$ cat src/rtl/icb_adder_core_pkg.sv
// Shared definitions for the ICB adder datapath and its register slave.
// Holds state encodings, default widths and the slave register offsets.
// The optional saturating mode is selected with the ADDER_SAT_EN macro in
// the top-level file.
package icb_adder_core_pkg;

  // Default operand width (matches the slave register width) and chunk width
  localparam int DATA_W_DEF  = 32;
  localparam int CHUNK_W_DEF = 8;

  // Register offsets of the ICB adder slave
  localparam logic [3:0] REG_AUGEND_OFS  = 4'h0;
  localparam logic [3:0] REG_ADDEND_OFS  = 4'h4;
  localparam logic [3:0] REG_CONTROL_OFS = 4'h8;
  localparam logic [3:0] REG_SUM_OFS     = 4'hC;

  // Datapath sequencer states
  typedef enum logic {
    ST_IDLE = 1'b0,
    ST_ADD  = 1'b1
  } state_e;

  // Width of a chunk index able to count n chunks (at least one bit)
  function automatic int idx_width(input int n);
    return (n > 1) ? $clog2(n) : 1;
  endfunction

endpackage

$ cat src/rtl/icb_adder_core_chunk.sv
// icb_adder_chunk: combinational CHUNK_W-bit adder slice with carry in/out.
module icb_adder_chunk #(
  parameter int CHUNK_W = 8
) (
  input  logic [CHUNK_W-1:0] a,
  input  logic [CHUNK_W-1:0] b,
  input  logic               cin,
  output logic [CHUNK_W-1:0] s,
  output logic               cout
);

  logic [CHUNK_W:0] total_s;

  // Zero-extend by one bit so the carry lands in the top bit
  assign total_s   = {1'b0, a} + {1'b0, b} + {{CHUNK_W{1'b0}}, cin};
  assign {cout, s} = total_s;

endmodule

$ cat src/rtl/icb_adder_core.sv
// icb_adder_core: multi-cycle chunked adder behind the ICB adder slave.
// A rising edge on control captures the operands and adds them CHUNK_W bits
// per cycle, LSB chunk first, with a registered carry between chunks.
// Optional macro ADDER_SAT_EN: saturate sum to all ones on final carry.
module icb_adder_core
  import icb_adder_core_pkg::*;
#(
  parameter int DATA_W  = DATA_W_DEF,
  parameter int CHUNK_W = CHUNK_W_DEF
) (
  input  logic              clk,
  input  logic              rst_n,
  input  logic [DATA_W-1:0] augend,
  input  logic [DATA_W-1:0] addend,
  input  logic              control,
  output logic [DATA_W-1:0] sum,
  output logic              carry_out,
  output logic              busy,
  output logic              done
);

  localparam int N     = DATA_W / CHUNK_W;
  localparam int IDX_W = idx_width(N);
  localparam logic [IDX_W-1:0] LAST_IDX = IDX_W'(N - 1);

  state_e              state_r;
  state_e              state_next_s;
  logic                control_q_r;
  logic [IDX_W-1:0]    idx_r;
  logic                carry_r;
  logic [DATA_W-1:0]   shadow_a_r;
  logic [DATA_W-1:0]   shadow_b_r;
  logic [DATA_W-1:0]   result_r;
  logic [DATA_W-1:0]   sum_r;
  logic                carry_out_r;
  logic                busy_r;
  logic                done_r;

  logic                start_s;
  logic                last_chunk_s;
  logic [CHUNK_W-1:0]  chunk_a_s;
  logic [CHUNK_W-1:0]  chunk_b_s;
  logic [CHUNK_W-1:0]  chunk_sum_s;
  logic                chunk_cout_s;
  logic [DATA_W-1:0]   full_result_s;
  logic [DATA_W-1:0]   sum_next_s;

  // Only an idle engine accepts a new request; edges while busy are dropped
  assign start_s      = control & ~control_q_r & (state_r == ST_IDLE);
  assign last_chunk_s = (idx_r == LAST_IDX);

  // Select the operand chunk addressed by the current index
  assign chunk_a_s = shadow_a_r[int'(idx_r) * CHUNK_W +: CHUNK_W];
  assign chunk_b_s = shadow_b_r[int'(idx_r) * CHUNK_W +: CHUNK_W];

  icb_adder_chunk #(
    .CHUNK_W (CHUNK_W)
  ) u_chunk (
    .a    (chunk_a_s),
    .b    (chunk_b_s),
    .cin  (carry_r),
    .s    (chunk_sum_s),
    .cout (chunk_cout_s)
  );

  // Merge the freshly computed chunk into the partial result
  always_comb begin
    full_result_s = result_r;
    full_result_s[int'(idx_r) * CHUNK_W +: CHUNK_W] = chunk_sum_s;
  end

  // Final value written to sum: wrap, or clamp to all ones on overflow
  always_comb begin
`ifdef ADDER_SAT_EN
    if (chunk_cout_s) begin
      sum_next_s = {DATA_W{1'b1}};
    end else begin
      sum_next_s = full_result_s;
    end
`else
    sum_next_s = full_result_s;
`endif
  end

  // Sequencer state register
  always_ff @(posedge clk or negedge rst_n) begin
    if (!rst_n) begin
      state_r <= ST_IDLE;
    end else begin
      state_r <= state_next_s;
    end
  end

  // Sequencer next-state: IDLE until a start, ADD until the last chunk
  always_comb begin
    state_next_s = state_r;
    case (state_r)
      ST_IDLE: begin
        if (start_s) begin
          state_next_s = ST_ADD;
        end else begin
          state_next_s = ST_IDLE;
        end
      end
      ST_ADD: begin
        if (last_chunk_s) begin
          state_next_s = ST_IDLE;
        end else begin
          state_next_s = ST_ADD;
        end
      end
      default: state_next_s = ST_IDLE;
    endcase
  end

  // Datapath: operand capture, per-chunk accumulation and result/status update
  always_ff @(posedge clk or negedge rst_n) begin
    if (!rst_n) begin
      control_q_r <= 1'b0;
      idx_r       <= {IDX_W{1'b0}};
      carry_r     <= 1'b0;
      shadow_a_r  <= {DATA_W{1'b0}};
      shadow_b_r  <= {DATA_W{1'b0}};
      result_r    <= {DATA_W{1'b0}};
      sum_r       <= {DATA_W{1'b0}};
      carry_out_r <= 1'b0;
      busy_r      <= 1'b0;
      done_r      <= 1'b0;
    end else begin
      control_q_r <= control;
      done_r      <= 1'b0;
      case (state_r)
        ST_IDLE: begin
          if (start_s) begin
            shadow_a_r <= augend;
            shadow_b_r <= addend;
            carry_r    <= 1'b0;
            idx_r      <= {IDX_W{1'b0}};
            result_r   <= {DATA_W{1'b0}};
            busy_r     <= 1'b1;
          end
        end
        ST_ADD: begin
          result_r <= full_result_s;
          carry_r  <= chunk_cout_s;
          if (last_chunk_s) begin
            sum_r       <= sum_next_s;
            carry_out_r <= chunk_cout_s;
            done_r      <= 1'b1;
            busy_r      <= 1'b0;
            idx_r       <= {IDX_W{1'b0}};
          end else begin
            idx_r <= idx_r + IDX_W'(1);
          end
        end
        default: begin
          busy_r <= 1'b0;
        end
      endcase
    end
  end

  assign sum       = sum_r;
  assign carry_out = carry_out_r;
  assign busy      = busy_r;
  assign done      = done_r;

endmodule

$ cat config.mk
export PLATFORM = sky130hd
export DESIGN_NAME = icb_adder_core
export DESIGN_NICKNAME = d
export VERILOG_FILES = /design/src/rtl/icb_adder_core_pkg.sv /design/src/rtl/icb_adder_core_chunk.sv /design/src/rtl/icb_adder_core.sv
export SDC_FILE = /design/constraint.sdc
export NUM_CORES = 1
export LEC_CHECK = 0
export BUFFER_PORTS_ARGS = -buffer_cell sky130_fd_sc_hd__buf_2
export CAP_MARGIN = 20
export CORE_MARGIN = 4
export CORE_UTILIZATION = 40
export CTS_CLUSTER_SIZE = 30
export DETAILED_ROUTE_END_ITERATION = 8
export PLACE_DENSITY_LB_ADDON = 0.3
export SLEW_MARGIN = 40
export SYNTH_ARGS = -nofsm -noshare
export SYNTH_HDL_FRONTEND = slang
export SYNTH_SLANG_ARGS = --single-unit
$ cat constraint.sdc
create_clock -name clk -period 4.4 [get_ports clk]
set_input_delay 0.66 -clock clk [delete_from_list [all_inputs] [get_ports clk]]
set_output_delay 0.66 -clock clk [all_outputs]
set_load 0.05 [all_outputs]
# [Word level (Yosys, flattened, before mapping)]
# Index checks and enable logic that the tools add are counted.
[op_classes] add_sub_neg=4 eq_ne=3 shifts=4 muxes=16 bitwise=4 reduce_logical=3
[ops] op="$pmux 32 s2" n=1
[ops] op="$shiftx 32x6->8" n=2
[ops] op="$neg 5->33" n=1
[ops] op="$shift 8x33->32 const A" n=1
[ops] op="$shiftx 8x33->32" n=1
[ops] op="$bwmux 32" n=1
[ops] op="$mux 32" n=1
[ops] op="$add 8x8->9" n=1
[ops] op="$add 9x1->9" n=1
[ops] op="$mux 1" n=7
[ops] op="$pmux 1 s2" n=3
[ops] op="$reduce_and 2->1" n=3
[ops] op="$mux 2" n=2
[ops] op="$pmux 2 s2" n=1
[ops] op="$add 2x1->2 const B" n=1
[ops] op="$and 1x1->1" n=2
[ops] op="$eq 2x2->1 const B" n=1
[ops] op="$ne 2x1->1 const B" n=1
[ops] op="$ne 2x2->1 const B" n=1
[ops] op="$not 1->1" n=2
[word_totals] regBits=136 input_bits=67 out_inout_bits=35 elab_cells=45

# [Logic depth before layout (Yosys ltp)]
[depth] word_depth=6 ltp_mapped=10 ltp_nobuf=8

# [Hierarchy]
# A second synthesis with hierarchy kept.
[unflattened] hier_cells=444 hier_area_um2=6246.0
[by_module_without_submodules] mod="icb_adder_core" n_inst=1 cells_each=402 area_per_inst_um2=5914.4 seq_area_each_um2=3403.3
[by_module_without_submodules] mod="icb_adder_chunk" n_inst=1 cells_each=42 area_per_inst_um2=331.6 seq_area_each_um2=0.0

# [Worst setup path before layout]
# No wires, ideal clock.
[synth_path] kind="register to register" start="register idx_r[0]" end="register sum_r[22] (netlist: sum[22])" setup_ns=0.125 t_arrival_ns=3.069 t_required_ns=4.275 setup_slack_ns=1.206 stages_incl_launch_ff=10 n_path_buf=1 synth_period_minus_slack_ns=3.194 path_cell_list="dfrtp_1 -> buf_4 -> mux4_2 -> fa_1 -> fa_1 -> a21o_1 -> a221oi_4 -> xor2_2 -> o22ai_1 -> mux2_4"
[synth_via] elab_chain_cells=5 word_cells_on_any_way=10 cone_classes="add/sub: 3; eq/ne: 1; shift: 4; mux: 1; reduce/logical: 1"
[synth_rtl] element="start: declaration" line="icb_adder_core.sv:29" source="logic [IDX_W-1:0] idx_r;"
[synth_rtl] element="start signal: assignment" line="icb_adder_core.sv:120" source="idx_r <= {IDX_W{1'b0}};"
[synth_rtl] element="start signal: assignment" line="icb_adder_core.sv:138" source="idx_r <= {IDX_W{1'b0}};"
[synth_rtl] element="start signal: assignment" line="icb_adder_core.sv:151" source="idx_r <= {IDX_W{1'b0}};"
[synth_rtl] element="$shiftx 32x6->8 (on tied branches)" line="icb_adder_core.sv:53, icb_adder_core.sv:54"
[synth_rtl] element="$add 8x8->9" line="icb_adder_core_chunk.sv:15" source="assign total_s = {1'b0, a} + {1'b0, b} + {{CHUNK_W{1'b0}}, cin};"
[synth_rtl] element="$add 9x1->9" line="icb_adder_core_chunk.sv:15"
[synth_rtl] element="$shiftx 8x33->32" line="icb_adder_core.sv:69" source="full_result_s[int'(idx_r) * CHUNK_W +: CHUNK_W] = chunk_sum_s;"
[synth_rtl] element="$bwmux 32" line="icb_adder_core.sv:69"
[synth_rtl] element="end signal: assignment" line="icb_adder_core.sv:125" source="sum_r <= {DATA_W{1'b0}};"
[synth_rtl] element="end signal: assignment" line="icb_adder_core.sv:147" source="sum_r <= sum_next_s;"
[synth_rtl] element="end: declaration" line="icb_adder_core.sv:34" source="logic [DATA_W-1:0] sum_r;"
# Parallel ways exist; a longest one is shown, timed or not.
# A chain may end at the register's enable or synchronous reset.

# [Final worst setup path]
# Ends and elaborated chain as after synthesis.

==> metrics <==
final WL=14800 um; Die X=133 um; reg-to-reg setup timing slack=800 ps; FILL cells=1337; RSZ-0062 raised after global routing=no; drt initial violations=336; Critical R2R Launch=idx_r[0]$_DFFE_PN0P_; number of synthesized flops with an enable pin=0; dpl cell area=7010 sq um; setup_tns=0 ps; Post CTS Setup Buffer Count=0; synth top area cells=dfrtp_1 (54%), mux2_2 (16%), mux4_2 (5.7%); clk_lat worst skew=420 ps; Main synth FF type=dfrtp_1; IO buf count=101; Synth cell types=42; Slew @ Worst Pin=789 ps; DR pass1 iterations=4; hpwl dp=10200 um; synthesized area=6270 sq um; initial core utilization=0.411; cell row count=45; CTS tree=yes; arrival time worst endpoint=3910 ps; All-Layer GR Usage=0.174; count leader, synth=dfrtp_1; post_cts resized=0; vias in the first global route=4414; global-route wire length before repair=24100 um; Max Clock Freq=278 MHz; Via Count=4174; register area share after synthesis=0.542; non-filler cells, final=801; Setup Crit Path Kind=flop to flop; drt via density=5.21; H-tree Lvls=4; layout cell share with drive strength beyond 1=0.439; Ports=102; Setup crit start kind=flop; DIE AREA=17800 sq um; Syn Inst Count=475; slew margin rel.=0.473; Final ANT Viol Nets=0; Crit Path Max Fanout=10; Clock Path Buffers=2; Post-CTS Hold Buffers=0; Area Overhead vs Synth=22.6%; initial antenna violation count=0; fin crit period=3600 ps; Root Buffer=clkbuf_16; Antenna Diode Count=0; Synth top cells by count=dfrtp_1 (136), mux2_2 (87), inv_1 (35); Core Box Area=15300 sq um; outcome=finished clean; Reg clk slew, reported paths=60 ps; Multi-input gate area=2600 sq um; GPL Wtd Cong=0.851; hold crit path type=input pin to asynchronous set/reset pin; Final Hold Viols=0; clock sinks=136; final setup skew=11.7 ps; Mean Syn Cell Area=13.2 sq um; Critical Path Sink Type=flop; register area=3400 sq um; Final Instance Area=7690 sq um; Synthesized Nets=557; largest net degree at the start of global routing=114; Worst Setup SP=idx_r[0]$_DFFE_PN0P_; CP required=4700 ps; die height=133 um; Synth Register Bits=136; Final Setup Violations=0; total gr overflow=0; total CTS buffers=17; Yosys top cell area share=0.542; drt drc=0; YS warnings=0; Final period util=0.819; max-slew violations=0; Cells after DPL=768; WL/cell=18.4 um; final net count=659; async set-reset flop share out of synthesis=1.00; Yosys top cell by area=dfrtp_1; Max Cap Viol=0
==> metal layers <==
layer / share of wire / GRT usage / up-vias / wire [um]
met1: 0.45 / 0.227 / 2106 / 6580
met4: 0.017 / 0.0606 / 0 / 245
met2: 0.49 / 0.282 / 114 / 7190
li1: - / - / 1932 / -
met3: 0.052 / 0.0480 / 22 / 764
met5: 0 / 0 / - / 0
==> area by class of cell <==
cell class / instances / share of cell area
inverter: 35 / 0.0171
clock buffer: 18 / 0.0558
sequential: 136 / 0.442
timing repair buffer: 112 / 0.0830
tap: 211 / 0.0343
clock inverter: 14 / 0.0288
multi-input combinational: 275 / 0.339
==> worst max-delay path, stage by stage, from the launching register on <==
cell,delay (ps)
dfrtp_1,570
buf_4,260
mux4_2,530
fa_1,450
fa_1,410
a21o_1,230
a221oi_4,300
xor2_2,280
o22ai_1,160
mux2_4,280
==> layout by cell type (no fill, tap or decap), types with 3 or more instances in the layout <==
master	count
o22ai_1	20
inv_1	35
a22o_1	27
clkbuf_16	17
nand2b_1	4
clkinv_4	3
dfrtp_1	136
o31ai_1	8
mux4_2	16
nand2_1	20
and3_1	4
nand3_1	5
clkinvlp_4	3
a21oi_1	9
buf_4	9
buf_2	100
o21ai_0	15
nor2_1	14
mux2_2	87
bufinv_16	5
ha_1	13
a21o_1	3
nor3b_1	4
==> worst paths after layout <==
check / depth (start not counted) / endpoint
setup / recovery: 9 / sum[22]$_DFFE_PN0P_
hold / removal: 1 / result_r[21]$_DFFE_PN0P_
setup reg to reg: 9 / sum[22]$_DFFE_PN0P_
hold reg to reg: 2 / sum[26]$_DFFE_PN0P_
max in group asynchronous: 3 / shadow_b_r[16]$_DFFE_PN0P_
min in group clk: 1 / control_q_r$_DFF_PN0_
==> flip-flops by register name, summed over array words and instances (netlist names) <==
| signal | flops |
|---|---|
| idx_r | 2 |
| result_r | 32 |
| shadow_b_r | 32 |
| carry_r | 1 |
| done | 1 |
| shadow_a_r | 32 |
| state_r | 1 |
| busy | 1 |
| control_q_r | 1 |
| carry_out | 1 |
| sum | 32 |
==> cells by family (layout without fill, tap and decap cells) <==
family,count (synthesis),after routing,share of synthesized area
adder cells (fa/ha/maj),15,15,0.0323
AND/OR/NAND/NOR,58,58,0.0467
buffers and inverters,64,179,0.0451
XOR/XNOR,3,3,0.00539
flip-flops,136,136,0.542
AO/OA/AOI/OAI,94,94,0.110
multiplexers,105,105,0.218
==> through the flow <==
step	hold WS [ps]	util	worst slack (ps)
finish	154	0.504	798
global route	162	0.504	615
CTS	349	0.502	767
detailed placement	462	0.460	785
global placement	454	0.457	842
floorplan	364	-	1210
Power is left out: the tool's default activity adds up to more than one toggle a clock period on the data nets, which glitch-free logic cannot reach.
